[src/rtl/usb_line_filter_if.sv]
// usb_line_filter_if: bundles the per-channel pad inputs, control strobes and conditioned outputs.
//   din        raw asynchronous channel levels (master -> filter)
//   bypass     skip the deglitch stage (master -> filter)
//   glitch_clr clear all sticky glitch flags (master -> filter)
//   dout       conditioned levels (filter -> master)
//   rise/fall  one-cycle edge pulses (filter -> master)
//   glitch     sticky abandoned-change flags (filter -> master)
interface usb_line_filter_if #(
    parameter int WIDTH = 4
);
    logic [WIDTH-1:0] din;
    logic             bypass;
    logic             glitch_clr;
    logic [WIDTH-1:0] dout;
    logic [WIDTH-1:0] rise;
    logic [WIDTH-1:0] fall;
    logic [WIDTH-1:0] glitch;
    modport master (output din, bypass, glitch_clr, input dout, rise, fall, glitch);
    modport slave  (input din, bypass, glitch_clr, output dout, rise, fall, glitch);
endinterface

[src/rtl/usb_line_filter.sv]
// usb_line_filter: per-channel synchroniser plus stable-count deglitch filter with edge pulses and sticky glitch flags.
//   clk   single rising-edge clock
//   rst_n asynchronous active-low reset
//   bus   usb_line_filter_if slave: din/bypass/glitch_clr in, dout/rise/fall/glitch out
module usb_line_filter #(
    parameter int               WIDTH       = 4,
    parameter int               SYNC_STAGES = 2,
    parameter int               FILT_CYCLES = 4,
    parameter logic [WIDTH-1:0] RESET_VAL   = '0
) (
    input logic              clk,
    input logic              rst_n,
    usb_line_filter_if.slave bus
);
    localparam int            CW   = $clog2(FILT_CYCLES + 1);
    localparam logic [CW-1:0] LAST = CW'(FILT_CYCLES - 1);

    logic [WIDTH-1:0] sync_q [SYNC_STAGES];
    logic [CW-1:0]    cnt_q  [WIDTH];
    logic [WIDTH-1:0] dout_q, rise_q, fall_q, glitch_q;
    logic [WIDTH-1:0] sq, diff, at_last, busy, chg, gset;

    assign sq = sync_q[SYNC_STAGES-1];

    always_ff @(posedge clk or negedge rst_n) begin
        if (!rst_n) begin
            for (int s = 0; s < SYNC_STAGES; s++) sync_q[s] <= RESET_VAL;
        end else begin
            sync_q[0] <= bus.din;
            for (int s = 1; s < SYNC_STAGES; s++) sync_q[s] <= sync_q[s-1];
        end
    end

    // A change is accepted on the edge where the counter already holds FILT_CYCLES-1
    // stable samples; a counter that is nonzero when sq falls back marks a glitch.
    always_comb begin
        at_last = '0;
        busy    = '0;
        for (int i = 0; i < WIDTH; i++) begin
            at_last[i] = cnt_q[i] == LAST;
            busy[i]    = cnt_q[i] != '0;
        end
        diff = sq ^ dout_q;
        chg  = bus.bypass ? diff : diff & at_last;
        gset = bus.bypass ? '0 : ~diff & busy;
    end

    always_ff @(posedge clk or negedge rst_n) begin
        if (!rst_n) begin
            dout_q   <= RESET_VAL;
            rise_q   <= '0;
            fall_q   <= '0;
            glitch_q <= '0;
            for (int i = 0; i < WIDTH; i++) cnt_q[i] <= '0;
        end else begin
            dout_q   <= dout_q ^ chg;
            rise_q   <= chg & sq;
            fall_q   <= chg & ~sq;
            glitch_q <= gset | (glitch_q & {WIDTH{~bus.glitch_clr}});
            for (int i = 0; i < WIDTH; i++)
                cnt_q[i] <= (bus.bypass || !diff[i] || at_last[i]) ? '0 : cnt_q[i] + 1'b1;
        end
    end

    assign bus.dout   = dout_q;
    assign bus.rise   = rise_q;
    assign bus.fall   = fall_q;
    assign bus.glitch = glitch_q;
endmodule

[src/flat_wrapper.sv]
// flat-port wrapper written by rule: the top's interface ports become plain ports
module usb_line_filter_flat 
#(
    parameter int               WIDTH       = 4,
    parameter int               SYNC_STAGES = 2,
    parameter int               FILT_CYCLES = 4,
    parameter logic [WIDTH-1:0] RESET_VAL   = '0
)
  (clk, rst_n, bus_din, bus_bypass, bus_glitch_clr, bus_dout, bus_rise, bus_fall, bus_glitch);
  usb_line_filter_if #(.WIDTH(WIDTH)) bus_i ();
  input logic clk;
  input logic rst_n;
  input wire logic [$bits(bus_i.din)-1:0] bus_din;
  input wire logic [$bits(bus_i.bypass)-1:0] bus_bypass;
  input wire logic [$bits(bus_i.glitch_clr)-1:0] bus_glitch_clr;
  output wire logic [$bits(bus_i.dout)-1:0] bus_dout;
  output wire logic [$bits(bus_i.rise)-1:0] bus_rise;
  output wire logic [$bits(bus_i.fall)-1:0] bus_fall;
  output wire logic [$bits(bus_i.glitch)-1:0] bus_glitch;
  assign bus_i.din = bus_din;
  assign bus_i.bypass = bus_bypass;
  assign bus_i.glitch_clr = bus_glitch_clr;
  assign bus_dout = bus_i.dout;
  assign bus_rise = bus_i.rise;
  assign bus_fall = bus_i.fall;
  assign bus_glitch = bus_i.glitch;
  usb_line_filter #(.WIDTH(WIDTH), .SYNC_STAGES(SYNC_STAGES), .FILT_CYCLES(FILT_CYCLES), .RESET_VAL(RESET_VAL)) u_core (.clk(clk), .rst_n(rst_n), .bus(bus_i));
endmodule
[config.mk]
export PLATFORM = sky130hd
export DESIGN_NAME = usb_line_filter_flat
export DESIGN_NICKNAME = d
export VERILOG_FILES = /design/src/rtl/usb_line_filter_if.sv /design/src/rtl/usb_line_filter.sv /design/src/flat_wrapper.sv
export SDC_FILE = /design/constraint.sdc
export NUM_CORES = 1
export LEC_CHECK = 0
export BUFFER_PORTS_ARGS = -buffer_cell sky130_fd_sc_hd__buf_2
export CAP_MARGIN = 20
export CORE_UTILIZATION = 54
export CTS_CLUSTER_SIZE = 12
export DETAILED_ROUTE_END_ITERATION = 6
export PLACE_DENSITY = 0.77
export SLEW_MARGIN = 20
export SYNTH_ARGS = -nofsm -noshare
export SYNTH_HDL_FRONTEND = slang
export SYNTH_SLANG_ARGS = --single-unit
[constraint.sdc]
create_clock -name clk -period 1.65 [get_ports clk]
set_input_delay 0.33 -clock clk [delete_from_list [all_inputs] [get_ports clk]]
set_output_delay 0.33 -clock clk [all_outputs]
set_load 0.05 [all_outputs]
---- Word-level counts from Yosys, hierarchy flattened ----
Index checks and enable logic that the tools add are counted.
cells by class
  equal/unequal tests ..................... 4
  add/sub/neg operators ................... 4
  bitwise operators ....................... 11
  reduce and logical (&&, ||, !) cells .... 16
  mux-type cells .......................... 6
operators by type and width
  kind                                           number
  bitwise AND 4 bit                              5
  adder 3 x 1 -> 3 bit, second input constant    4
  == test 3 x 2 -> 1 bit, second input constant  4
  2-to-1 mux 3 bit                               4
  nonzero test 3 bit                             4
  logical OR 1 bit                               8
  2-to-1 mux 4 bit                               2
  inverter 4 bit                                 2
  bitwise XOR 4 bit                              2
  zero test 1 bit                                4
  OR 4 bit                                       1
  inverter 1 bit                                 1
word-level totals
  logic and storage cells ................. 51
  bits of input ports ..................... 8
  flip-flop bits (word level) ............. 36
  output and inout port bits .............. 16

---- Depth between registers and ports, before layout ----
  word-level depth ........................ 5
  mapped depth ............................ 4
  mapped depth without buffers ............ 4

---- Least setup slack after synthesis ----
OpenSTA, ideal clock, no wires.
  path type ............................... register to register
  from .................................... register u_core.cnt_q[9] in the netlist's numbering
  to ...................................... register u_core.dout_q[0], in the netlist u_core.bus.dout[0]
  cell stages (with the launch flop) ...... 5
  data arrival time ....................... 1,268 ps
  required time ........................... 1,525 ps
  clock period less this slack ............ 1,393 ps
  path buffers ............................ 0
  setup slack ............................. 257 ps
  setup time .............................. 125 ps
  path through ............................ dfrtp_1 ha_1 ha_1 nor2_1 mux2_2
between the ends
  word-level cells in the longest chain between the ends .. 4
ends and longest elaborated chain
  element                          line                   source
  start, declared                  usb_line_filter.sv:19  logic [CW-1:0] cnt_q [WIDTH];
  start signal, assigned by index  usb_line_filter.sv:61  cnt_q[i] <= (bus.bypass || !diff[i] || at_last[i]) ? '0 : cnt_q[i] + 1'b1;
  == test 3 x 2 -> 1 bit           usb_line_filter.sv:40  at_last[i] = cnt_q[i] == LAST;
  bitwise AND 4 bit                usb_line_filter.sv:44  chg = bus.bypass ? diff : diff & at_last;
  2-to-1 mux 4 bit                 usb_line_filter.sv:44
  bitwise XOR 4 bit                usb_line_filter.sv:56  dout_q <= dout_q ^ chg;
  end signal, assigned             usb_line_filter.sv:56
  end, declared                    usb_line_filter.sv:20  logic [WIDTH-1:0] dout_q, rise_q, fall_q, glitch_q;
No other way between the ends.

---- Worst setup path in the final report ----
  from .................................... register u_core.cnt_q[3] in the netlist's numbering
  to ...................................... register u_core.dout_q[2], in the netlist u_core.bus.dout[2]
Same word-level chain as after synthesis.

==> results by group <==
Critical path
  • Worst Path Required: approximately 1900 ps
  • Critical setup path kind: reg2reg
  • Critical path endpoint category: flip-flop
  • Crit-path cells: ha_1 > ha_1 > nor2_4 > mux2_4
  • Worst endpoint data arrival time: 1650 ps
  • Most used cell along the critical path: ha_1
  • Slowest cell delay on critical path: 410 ps
  • Critical path's slowest cell: dfrtp_1
  • CP max FO: 4
  • Worst setup SP type: flip-flop

Placed design
  • RePlAce Congestion: 0.765
  • Placed cell area: 0.00164 mm2
  • Post-detail-place hpwl: ~1700 um
  • IO Port Bufs: 23

Logic synthesis
  • YS warnings: 0
  • Share of the yosys chip area belonging to registers: 0.614
  • Post-synth top area cell: dfrtp_1
  • Syn_area_per_cell: ~14 um2
  • Synth cell types: 16
  • Post-synth EDFFs: 0
  • Synth area leaders: dfrtp_1, ha_1, nor3b_1, inv_1, mux2_4
  • Post-synth ARST share: 1.00
  • Most instantiated cells after synthesis: dfrtp_1, inv_1, ha_1
  • Flops & latches, synth: 36
  • Post-Syn Area: about 0.0015 mm2
  • Synthesized instance count: between 100 and 150
  • Top FF cell, synth: dfrtp_1
  • Share of the synthesized area in the top cell type: 0.614
  • Syn Nets: 125
  • Count leader, synth: dfrtp_1

Clock tree
  • Clock Latency Late Sink: around 320 ps
  • H-tree levels: 2
  • Clk pin slew, worst setup/hold paths: 100 ps
  • TritonCTS clock tree: done
  • Setup Fix Bufs, Post-CTS: 0
  • Clock buffer depth: 2
  • Root buffer cell: clkbuf_4
  • Clock sinks: 36
  • Total CTS buffers: 5

Routing
  • DRC Markers: 0
  • DRT Pass-1 Iters: 4
  • WL final: between 2000 and 2500 um
  • Initial DRC Count: 7
  • Per-cell routed wire length: 13.4 um
  • Total number of vias: around 870
  • Via density: roughly 5.3
  • Count of antenna-violating nets left after detailed routing: 0

Global route
  • Largest net degree at the start of global routing: 22
  • Global-route wire length before repair: 3610 um
  • Total track usage: 0.185
  • Total grt overflow: 0
  • Number of global-route vias before repair: approximately 850
  • Initial antenna violation count: 0

Final layout
  • P&R area growth vs syn: 14.8%
  • Post-route cell area: approximately 0.0017 mm2
  • Final #Nets: 157
  • Area of the multi-input gates: 502 um2
  • Fill cell count: 196
  • Register area: 901 um2
  • ANT cells: 0
  • Layout cells sized above 1: 0.274

Power
  • Combinational power share: 0.197
  • Clock power share: 0.228
  • Switching share of total power: 0.302
  • Power Internal: approximately 0.0012 W
  • Leakage power: 0.865 nW
  • Maximum vdd drop: ~0.85 mV
  • Flop pwr share: 0.575
  • NetSw: between 0.0005 and 0.0006 W
  • PD cells: between 1000 and 1500 mW/mm2

Floorplan
  • Ports: 24
  • Die area: about 0.003 mm2
  • Initial Utilization: 0.581
  • Die Height: 54.1 um
  • # rows: 18
  • Core area: 0.00252 mm2
  • DIE WIDTH: between 50 and 60 um

Timing
  • Max_slew headroom: 0.743
  • Final Setup Violations: 0
  • FMAX: between 600 and 700 MHz
  • Final Critical Period: approximately 1400 ps
  • Slew at the pin closest to its max-slew limit: a little under 400 ps
  • Tcrit/Tclk final: 0.873
  • Setup TNS Final: 0 ps
  • RSZ-0062 raised after global routing: no
  • Final Skew: about 4.4 ps
  • Fin. Hold Viols: 0
  • Final Slew Violations: 0

Hold path
  • Hold Crit Class: in2reg

Status
  • Status: finished clean

Run
  • Total of max-cap violations: 0
cells in the final DEF (no fill, tap or decap), drive strengths merged:
cell type / count
a32o: 4
mux2: 4
and3b: 2
inv: 14
and3: 4
xor2: 2
xnor2: 4
nor3b: 8
clkbuf: 5
buf: 25
dfrtp: 36
nand2b: 4
nor4: 6
nor2: 4
ha: 12
dlygate4sd3: 1
layout make-up:
cell class              instances  area share
repair buffers                 26      0.0907
multi-input cells              54       0.298
clock buffers                   5      0.0223
flip-flops and latches         36       0.535
inverters                      14      0.0312
well taps                      30      0.0223
worst max-delay path: cells and delay by family (launching register included):
family	cells	cell delay (ps)
simple gates	1	140
mux	1	310
flops	1	410
fa+ha+maj	2	460
sequential cells by signal (all words and copies together) (netlist names):
name / flops
u_core.sq: 4
u_core.bus.dout: 4
u_core.bus.rise: 4
u_core.sync_q: 4
u_core.bus.fall: 4
u_core.cnt_q: 12
u_core.bus.glitch: 4
metal layers:
layer / GRT usage / vias up / share of wire / routed length [um]
met5: 0 / - / 0 / 0
met4: 0.0641 / 0 / 0.0086 / 19
met3: 0.0763 / 2 / 0.036 / 79
met2: 0.292 / 17 / 0.48 / 1070
met1: 0.228 / 429 / 0.47 / 1050
li1: - / 419 / - / -
through the flow:
stage                util  std cells  power (W)  worst slack, ps  hold slack, ps
finish              0.667        165    0.00172              210             113
global route        0.667        165    0.00181              151            83.7
CTS                 0.667        165    0.00174              210            97.1
detailed placement  0.648        159    0.00135              232             275
global placement    0.648        159    0.00134              265             263
floorplan               -        105    0.00125              257            34.4
power groups by stage:
stage	Combinational [W]	Sequential (W)	Clock (W)
final	0.000339	0.000990	0.000392
after global routing	0.000370	0.00100	0.000439
after CTS	0.000344	0.000991	0.000406
after detailed placement	0.000341	0.00101	0
after global placement	0.000333	0.00100	0
after floorplan	0.000124	0.00112	0
logic make-up (layout without fill, tap and decap cells):
| group | count (synthesis) | in the layout | share of synthesized area |
|---|---|---|---|
| buf+inv | 15 | 45 | 0.0435 |
| simple gates | 28 | 28 | 0.138 |
| flops | 36 | 36 | 0.614 |
| fa+ha+maj | 12 | 12 | 0.102 |
| compound gates | 4 | 4 | 0.0273 |
| mux | 4 | 4 | 0.0384 |
| xor+xnor | 6 | 6 | 0.0358 |
final timing paths:
check                                endpoint             start  slack, ps  cells past startpoint
min                          u_core.sync_q[7]        bus_din[3]        110                      1
min in group asynchronous        u_core.sq[2]             rst_n        450                      2
min reg2reg                      u_core.sq[0]  u_core.sync_q[4]        360                      0
max                        u_core.bus.dout[2]   u_core.cnt_q[3]        210                      4
max in group asynchronous        u_core.sq[3]             rst_n        760                      3
max reg2reg                u_core.bus.dout[2]   u_core.cnt_q[3]        210                      4
what timing repair did:
item / CTS / global route
endpoints found under the setup margin: 0 / 0
resized for setup: 0 / 0
hold buffers: 1 / 0
endpoints found under the hold margin: 15 / 0
(Power assumes the default switching activity.)
